<file path="config.mk">
export PLATFORM = sky130hd
export DESIGN_NAME = vm1_bus_responder_flat
export DESIGN_NICKNAME = d
export VERILOG_FILES = /design/src/rtl/vm1_bus_responder_if.sv /design/src/rtl/vm1_bus_responder.sv /design/src/flat_wrapper.sv
export SDC_FILE = /design/constraint.sdc
export NUM_CORES = 1
export LEC_CHECK = 0
export CORE_ASPECT_RATIO = 1.25
export CORE_UTILIZATION = 40
export CTS_CLUSTER_SIZE = 20
export DETAILED_ROUTE_END_ITERATION = 7
export GPL_ROUTABILITY_DRIVEN = 0
export GPL_TIMING_DRIVEN = 0
export PLACE_DENSITY = 0.62
export SLEW_MARGIN = 20
export SYNTH_ARGS = -nofsm -noshare
export SYNTH_HDL_FRONTEND = slang
export SYNTH_SLANG_ARGS = --single-unit
</file>
<file path="constraint.sdc">
create_clock -name clk -period 3.8 [get_ports clk]
set_input_delay 0.57 -clock clk [delete_from_list [all_inputs] [get_ports clk]]
set_output_delay 0.57 -clock clk [all_outputs]
set_load 0.005 [all_outputs]
</file>
<file path="src/rtl/vm1_bus_responder_if.sv">
// CPU-side data-bus bundle of the 1801VM1 soft core: address, write data,
// read/write strobes and byte-write flag towards the slave; read data and
// reply back to the CPU.
interface vm1_bus_responder_if;
  logic [15:0] addr;
  logic [15:0] wdata;
  logic        din;
  logic        dout;
  logic        wtbt;
  logic [15:0] rdata;
  logic        rply;

  modport master (
    output addr, wdata, din, dout, wtbt,
    input  rdata, rply
  );

  modport slave (
    input  addr, wdata, din, dout, wtbt,
    output rdata, rply
  );
endinterface

</file>
<file path="src/rtl/vm1_bus_responder.sv">
// vm1_bus_responder: CPU-to-controller mailbox on the 1801VM1 data bus.
// Four-word window: CSR, RX FIFO (16 deep, filled locally), TX holding
// register (drained locally) and a scratch word. Programmable wait states,
// interrupt request on IE & RX nonempty.
module vm1_bus_responder #(
  parameter logic [15:0] BASE = 16'o177130,
  parameter int unsigned WAIT = 0
) (
  input  logic               clk,
  input  logic               reset,
  input  logic               ce,
  vm1_bus_responder_if.slave bus,
  output logic               irq,
  input  logic               rx_push,
  input  logic [15:0]        rx_data,
  output logic               tx_valid,
  output logic [15:0]        tx_data,
  input  logic               tx_ready
);

  localparam logic [3:0] WAIT_CNT = 4'(WAIT);

  typedef enum logic [1:0] {S_IDLE, S_WAIT, S_REPLY, S_DONE} state_t;

  state_t      state, state_nxt;
  logic [3:0]  wait_cnt, wait_cnt_nxt;
  logic        latch_req, reply_entry;

  logic [2:0]  addr_q;
  logic [15:0] wdata_q;
  logic        wtbt_q;
  logic        read_q;

  logic        strobe, in_window;
  logic        access, rd_access, wr_access;
  logic [1:0]  reg_sel;
  logic        lane_lo, lane_hi;

  logic [15:0] fifo_mem [16];
  logic [3:0]  rd_ptr, wr_ptr;
  logic [4:0]  rx_count;
  logic        fifo_empty, fifo_full;
  logic        pop, push_ok, push_drop;

  logic        rx_ovf, tx_ovr, ie;
  logic        csr_wr, tx_wr, tx_accept, tx_overrun, tx_drain, scr_wr;
  logic [15:0] scratch;
  logic [15:0] csr_value, read_value, rdata_q;

  assign strobe    = bus.din | bus.dout;
  assign in_window = (bus.addr[15:3] == BASE[15:3]);

  // Next-state logic. The IDLE edge only latches the cycle; the WAIT state
  // then spends WAIT+1 ce edges so rply appears WAIT+1 edges after the
  // strobe was sampled, even with WAIT=0.
  always_comb begin
    // NOTE: every signal written here gets a default first, so no path can infer a latch.
    state_nxt    = state;
    wait_cnt_nxt = wait_cnt;
    latch_req    = 1'b0;
    reply_entry  = 1'b0;
    case (state)
      S_IDLE: begin
        if (strobe && in_window) begin
          latch_req    = 1'b1;
          wait_cnt_nxt = WAIT_CNT;
          state_nxt    = S_WAIT;
        end
      end
      S_WAIT: begin
        if (!strobe) begin
          state_nxt = S_IDLE;
        end else if (wait_cnt == 4'd0) begin
          state_nxt   = S_REPLY;
          reply_entry = 1'b1;
        end else begin
          wait_cnt_nxt = wait_cnt - 4'd1;
        end
      end
      S_REPLY: begin
        if (!strobe) state_nxt = S_DONE;
      end
      S_DONE: begin
        state_nxt = S_IDLE;
      end
      default: begin
        state_nxt = S_IDLE;
      end
    endcase
  end

  // State register, advancing only on enabled edges.
  always_ff @(posedge clk or posedge reset) begin
    if (reset) begin
      state    <= S_IDLE;
      wait_cnt <= 4'd0;
    end else if (ce) begin
      // NOTE: sequential state uses non-blocking assignments so every flop samples pre-edge values.
      state    <= state_nxt;
      wait_cnt <= wait_cnt_nxt;
    end
  end

  // Capture the transfer parameters when a cycle is accepted.
  always_ff @(posedge clk or posedge reset) begin
    if (reset) begin
      addr_q  <= 3'd0;
      wdata_q <= 16'd0;
      wtbt_q  <= 1'b0;
      read_q  <= 1'b0;
    end else if (ce && latch_req) begin
      addr_q  <= bus.addr[2:0];
      wdata_q <= bus.wdata;
      wtbt_q  <= bus.wtbt;
      read_q  <= bus.din;
    end
  end

  // Side effects fire once, on the edge that enters REPLY.
  assign access    = ce & reply_entry;
  assign rd_access = access & read_q;
  assign wr_access = access & ~read_q;
  assign reg_sel   = addr_q[2:1];
  assign lane_lo   = ~wtbt_q | ~addr_q[0];
  assign lane_hi   = ~wtbt_q | addr_q[0];

  assign fifo_empty = (rx_count == 5'd0);
  assign fifo_full  = rx_count[4];
  assign pop        = rd_access & (reg_sel == 2'd1) & ~fifo_empty;
  // A pop on the same edge frees a slot, so a push into a full FIFO still lands.
  assign push_ok    = ce & rx_push & (~fifo_full | pop);
  assign push_drop  = ce & rx_push & fifo_full & ~pop;

  // FIFO storage; emptiness is tracked by the pointers and count alone.
  always_ff @(posedge clk) begin
    // NOTE: storage array carries no reset; the reset count/pointers make stale contents unreachable.
    if (push_ok) fifo_mem[wr_ptr] <= rx_data;
  end

  // FIFO pointers and occupancy.
  always_ff @(posedge clk or posedge reset) begin
    if (reset) begin
      rd_ptr   <= 4'd0;
      wr_ptr   <= 4'd0;
      rx_count <= 5'd0;
    end else begin
      if (push_ok) wr_ptr <= wr_ptr + 4'd1;
      if (pop)     rd_ptr <= rd_ptr + 4'd1;
      case ({push_ok, pop})
        2'b10:   rx_count <= rx_count + 5'd1;
        2'b01:   rx_count <= rx_count - 5'd1;
        default: rx_count <= rx_count;
      endcase
    end
  end

  assign csr_wr     = wr_access & (reg_sel == 2'd0);
  assign tx_wr      = wr_access & (reg_sel == 2'd2);
  assign scr_wr     = wr_access & (reg_sel == 2'd3);
  assign tx_drain   = ce & tx_valid & tx_ready;
  assign tx_accept  = tx_wr & (~tx_valid | tx_ready);
  assign tx_overrun = tx_wr & tx_valid & ~tx_ready;

  // CSR flags: sticky error bits (set wins over a same-edge clear) and IE.
  always_ff @(posedge clk or posedge reset) begin
    if (reset) begin
      rx_ovf <= 1'b0;
      tx_ovr <= 1'b0;
      ie     <= 1'b0;
    end else begin
      if (push_drop)                               rx_ovf <= 1'b1;
      else if (csr_wr && lane_hi && wdata_q[15])   rx_ovf <= 1'b0;
      if (tx_overrun)                              tx_ovr <= 1'b1;
      else if (csr_wr && lane_hi && wdata_q[14])   tx_ovr <= 1'b0;
      if (csr_wr && lane_lo)                       ie     <= wdata_q[6];
    end
  end

  // TX holding register: CPU loads it, the local consumer drains it.
  always_ff @(posedge clk or posedge reset) begin
    if (reset) begin
      tx_valid <= 1'b0;
      tx_data  <= 16'd0;
    end else if (tx_accept) begin
      tx_valid <= 1'b1;
      tx_data  <= {lane_hi ? wdata_q[15:8] : 8'd0, lane_lo ? wdata_q[7:0] : 8'd0};
    end else if (tx_drain) begin
      tx_valid <= 1'b0;
    end
  end

  // Scratch word with per-lane writes.
  always_ff @(posedge clk or posedge reset) begin
    if (reset) begin
      scratch <= 16'd0;
    end else if (scr_wr) begin
      if (lane_hi) scratch[15:8] <= wdata_q[15:8];
      if (lane_lo) scratch[7:0]  <= wdata_q[7:0];
    end
  end

  // Read data selection, evaluated on the REPLY entry edge.
  always_comb begin
    csr_value  = {rx_ovf, tx_ovr, 1'b0, rx_count, ~fifo_empty, ie, 5'd0, tx_valid};
    read_value = 16'd0;
    case (reg_sel)
      2'd0:    read_value = csr_value;
      2'd1:    read_value = fifo_empty ? 16'd0 : fifo_mem[rd_ptr];
      2'd2:    read_value = tx_data;
      default: read_value = scratch;
    endcase
  end

  // Read data is captured at REPLY entry and cleared when REPLY ends.
  always_ff @(posedge clk or posedge reset) begin
    if (reset) begin
      rdata_q <= 16'd0;
    end else if (rd_access) begin
      rdata_q <= read_value;
    end else if (ce && state == S_REPLY && !strobe) begin
      rdata_q <= 16'd0;
    end
  end

  // Registered interrupt request, one enabled edge behind the FIFO state.
  always_ff @(posedge clk or posedge reset) begin
    if (reset)   irq <= 1'b0;
    else if (ce) irq <= ie & ~fifo_empty;
  end

  assign bus.rdata = rdata_q;
  assign bus.rply  = (state == S_REPLY);

endmodule
</file>
<file path="src/flat_wrapper.sv">
// flat-port wrapper written by rule: the top's interface ports become plain ports
module vm1_bus_responder_flat 
#(
  parameter logic [15:0] BASE = 16'o177130,
  parameter int unsigned WAIT = 0
)
  (clk, reset, ce, irq, rx_push, rx_data, tx_valid, tx_data, tx_ready, bus_addr, bus_wdata, bus_din, bus_dout, bus_wtbt, bus_rdata, bus_rply);
  vm1_bus_responder_if bus_i ();
  input  logic clk;
  input  logic reset;
  input  logic ce;
  output logic irq;
  input  logic rx_push;
  input  logic [15:0] rx_data;
  output logic tx_valid;
  output logic [15:0] tx_data;
  input  logic tx_ready;
  input wire logic [$bits(bus_i.addr)-1:0] bus_addr;
  input wire logic [$bits(bus_i.wdata)-1:0] bus_wdata;
  input wire logic [$bits(bus_i.din)-1:0] bus_din;
  input wire logic [$bits(bus_i.dout)-1:0] bus_dout;
  input wire logic [$bits(bus_i.wtbt)-1:0] bus_wtbt;
  output wire logic [$bits(bus_i.rdata)-1:0] bus_rdata;
  output wire logic [$bits(bus_i.rply)-1:0] bus_rply;
  assign bus_i.addr = bus_addr;
  assign bus_i.wdata = bus_wdata;
  assign bus_i.din = bus_din;
  assign bus_i.dout = bus_dout;
  assign bus_i.wtbt = bus_wtbt;
  assign bus_rdata = bus_i.rdata;
  assign bus_rply = bus_i.rply;
  vm1_bus_responder #(.BASE(BASE), .WAIT(WAIT)) u_core (.clk(clk), .reset(reset), .ce(ce), .bus(bus_i), .irq(irq), .rx_push(rx_push), .rx_data(rx_data), .tx_valid(tx_valid), .tx_data(tx_data), .tx_ready(tx_ready));
endmodule
</file>
==> results_dict.tcl <==
set metrics [dict create \
    max_freq_mhz 292.6 \
    period_minus_slack_ns 3.417 \
    grt_pass1_vias 8283 \
    firstDrtPassIters 5 \
    grtUsageTotal 0.1839 \
    cpPeakStageDelay_ns 0.44 \
    fin_tns_setup_ns 0 \
    drt_iter0_markers 725 \
    rows 76 \
    async_flop_share 0.2665 \
    portBuffers 90 \
    fillers 3004 \
    synthFlopType "edfxtp_1" \
    start_util 0.4096 \
    swShare 0.2282 \
    skew_ns 0.02417 \
    syn_nets 894 \
    ant_nets 0 \
    cts.reportedPaths.clkPinSlew_ns 0.06 \
    syn2layout_area_growth_pct 18.68 \
    cellLeakagePower_nw 5.971 \
    place_ws_ns -0.3386 \
    root_buffer "clkbuf_16" \
    core_um2 34800 \
    synth-compound-area-share 0.05283 \
    worst_path_max_delay_cell "or3_1" \
    grt_start_max_net_pins 64 \
    hold_viol 0 \
    grt_first_pass_wirelength_um 49240 \
    drc_errors 0 \
    synth_edf_count 256 \
    synth.ff_latch_count 349 \
    yosysTopAreaCell "edfxtp_1" \
    wl_per_cell_um 22.24 \
    post_synth_fa_ha_maj_area_fraction 0.007899 \
    syn-cell-area_um2 14260 \
    crit_family "simple AND/OR/NAND/NOR gates" \
    rsz0062_at_grt "no" \
    critical_path_buf_inv_count 4 \
    drive_gt1_frac 0.1870 \
    htree_num_levels 2 \
    insertion_delay_ns 0.54 \
    synth-simple-area-share 0.06187 \
    cp_cell_sequence "inv_1 -> ha_1 -> nor3b_2 -> nand4_1 -> buf_4 -> or3_1 -> inv_1 -> ha_1 -> clkbuf_1 -> a221o_1 -> a221oi_1 -> mux2i_1 -> xnor2_1" \
    yosys.area_share.xor_xnor 0.006144 \
    ir_drop_uv 309.7 \
    tightest_slew_ns 1.076 \
    postSynthAreaPerCell_um2 17.20 \
    dieWidth_um 170.9 \
    maxCapViolCount 0 \
    die_h_um 213.1 \
    hold_path_class "input pin to asynchronous set/reset pin" \
    overflow 0 \
    dpl_cell_area_um2 15800 \
    ys_top_cells_by_area "edfxtp_1, dfrtp_1, mux4_2, mux2_2, mux2i_1" \
    cts_buffer_depth 3 \
    drt-vias-per-instance 5.397 \
    combPwrFrac 0.074 \
    internal_power_mw 6.458 \
    synth_top_family_by_area "multiplexers" \
    nNetsFinal 1027 \
    synth.area.mux_share 0.1492 \
    antenna_found_initial 0 \
    p_seq_frac 0.528 \
    cp.required_ns 4.21 \
    drv_slew 0 \
    synthDistinctLibCells 56 \
    ys_top_cells_by_count "edfxtp_1, dfrtp_1, nand2_1, mux4_2, mux2_2" \
    finalCritPeriodShare 0.8993 \
    yosysMostFrequentCell "edfxtp_1" \
    holdWs_ns 0.3854 \
    ys_seq_area_frac 0.7025 \
    max_slew_margin 0.2826 \
    powerDensity_nw_per_um2 494.6 \
    cts_inserted_buffers 35 \
    cts_tree "done" \
    p_switching_mw 1.910 \
    num_vias 7842 \
    post-route-util 0.4861 \
    timing.final.setup_violations 0 \
    fin_ws_ns 0.3825 \
    hold_buffers 0 \
    yosys_warnings 0 \
    worst-setup-path-type "register to register" \
    die_area_um2 36400 \
    drt-total-wl_um 32310 \
    crit_arrival_ns 3.83 \
    power_frac_clock 0.398 \
    status "finished, final reports clean" \
    ioPinCount 91 \
    end_kind "register" \
    cts_sinks 349 \
    cp-start-kind "register" \
    fin_area_um2 16920 \
    cp_max_fo 10 \
    synth_top_area_frac 0.5392 \
    dp.final_hpwl_um 21410 \
    synth_cells 829 \
]
==> cell usage in the layout, fill, tap and decap left out, types with 4 or more instances in the layout <==
master,count
ha_1,9
nor2_1,10
xnor2_1,9
nand4_1,4
clkdlybuf4s50_1,90
buf_4,10
nand2_1,70
inv_1,24
clkbuf_16,35
dfrtp_1,93
clkbuf_1,33
mux2_2,36
mux4_2,64
edfxtp_1,256
a221o_1,15
buf_2,10
nand2b_1,5
nor2b_1,10
a22oi_1,20
o21ai_0,23
clkinv_2,4
nand3_1,6
and3_1,17
mux2i_1,28
a22o_1,8
a21oi_1,12
and2_1,9
a221oi_1,5
nor3_1,9
==> area by class of cell <==
class                      instances  area, µm²  share of cell area
antenna                            1      2.502           0.0001479
buffer                            41      186.4             0.01102
clock buffer                      47      950.9             0.05620
clock inverter                    12      140.1            0.008283
inverter                          25      98.84            0.005842
multi-input combinational        414       3974              0.2349
sequential                       349      10010              0.5919
tap                              468      585.6             0.03461
timing repair buffer              96      965.9             0.05709
==> power groups by stage <==
| stage | sequential (mW) | combinational (mW) | clock [mW] |
|---|---|---|---|
| 2_1_floorplan | 4.45 | 0.374 | 0 |
| 3_3_place_gp | 4.48 | 0.600 | 0 |
| 3_5_place_dp | 4.49 | 0.625 | 0 |
| 4_1_cts | 4.42 | 0.628 | 3.40 |
| 5_1_grt | 4.44 | 0.689 | 3.52 |
| 6_report | 4.42 | 0.620 | 3.33 |
==> registers in the layout, indices dropped and copies added, names as in the netlist, 3 cells and up, named ones only <==
register and count:
u_core.fifo_mem 256, u_core.bus.rdata 16, u_core.scratch 16, u_core.tx_data 16, u_core.wdata_q 16, u_core.rx_count 5, u_core.rd_ptr 4, u_core.wait_cnt 4
u_core.wr_ptr 4, u_core.addr_q 3
==> repair_timing <==
| item | in CTS | in global routing |
|---|---|---|
| resized for setup | 1 | 2 |
| buffers inserted | 0 | 3 |
| endpoints found under the setup margin | 1 | 2 |
| gates cloned | 0 | 0 |
| pin swaps | 0 | 1 |
==> worst paths after layout <==
kind	end	slack [ns]	startpoint	depth (start not counted)
worst max-delay path	u_core.rx_count[4]	0.38	u_core.wait_cnt[0]	13
worst min-delay path	u_core.wait_cnt[3]	0.39	reset	2
worst max register to register	u_core.rx_count[4]	0.38	u_core.wait_cnt[0]	13
worst min register to register	u_core.rx_ovf	0.49	u_core.rx_ovf	1
max in group asynchronous	u_core.wr_ptr[2]	2.77	reset	3
min in group clk	u_core.rx_ovf	0.49	u_core.rx_ovf	1
==> layer usage <==
| metal | global-route usage | vias up | wire length (µm) |
|---|---|---|---|
| met2 | 0.3220 | 226 | 16610 |
| met5 | 0 | - | 0 |
| li1 | - | 3529 | - |
| met1 | 0.2318 | 4046 | 13240 |
| met4 | 0.05603 | 0 | 727 |
| met3 | 0.03262 | 41 | 1734 |
==> logic make-up (layout without fill, tap and decap cells) <==
family	count (synthesis)	after routing
XOR/XNOR	10	10
buffers and inverters	66	221
adder cells (fa/ha/maj)	9	9
AND/OR/NAND/NOR	163	163
AO/OA/AOI/OAI	104	104
multiplexers	128	128
flip-flops	349	349
other	0	1
==> per-stage QoR <==
step	instances	total power, mW
2_1_floorplan	829	4.826
3_3_place_gp	1387	5.085
3_5_place_dp	1390	5.118
4_1_cts	1449	8.443
5_1_grt	1452	8.644
6_report	1453	8.367
Note: power is estimated with default switching activity, not from simulation.
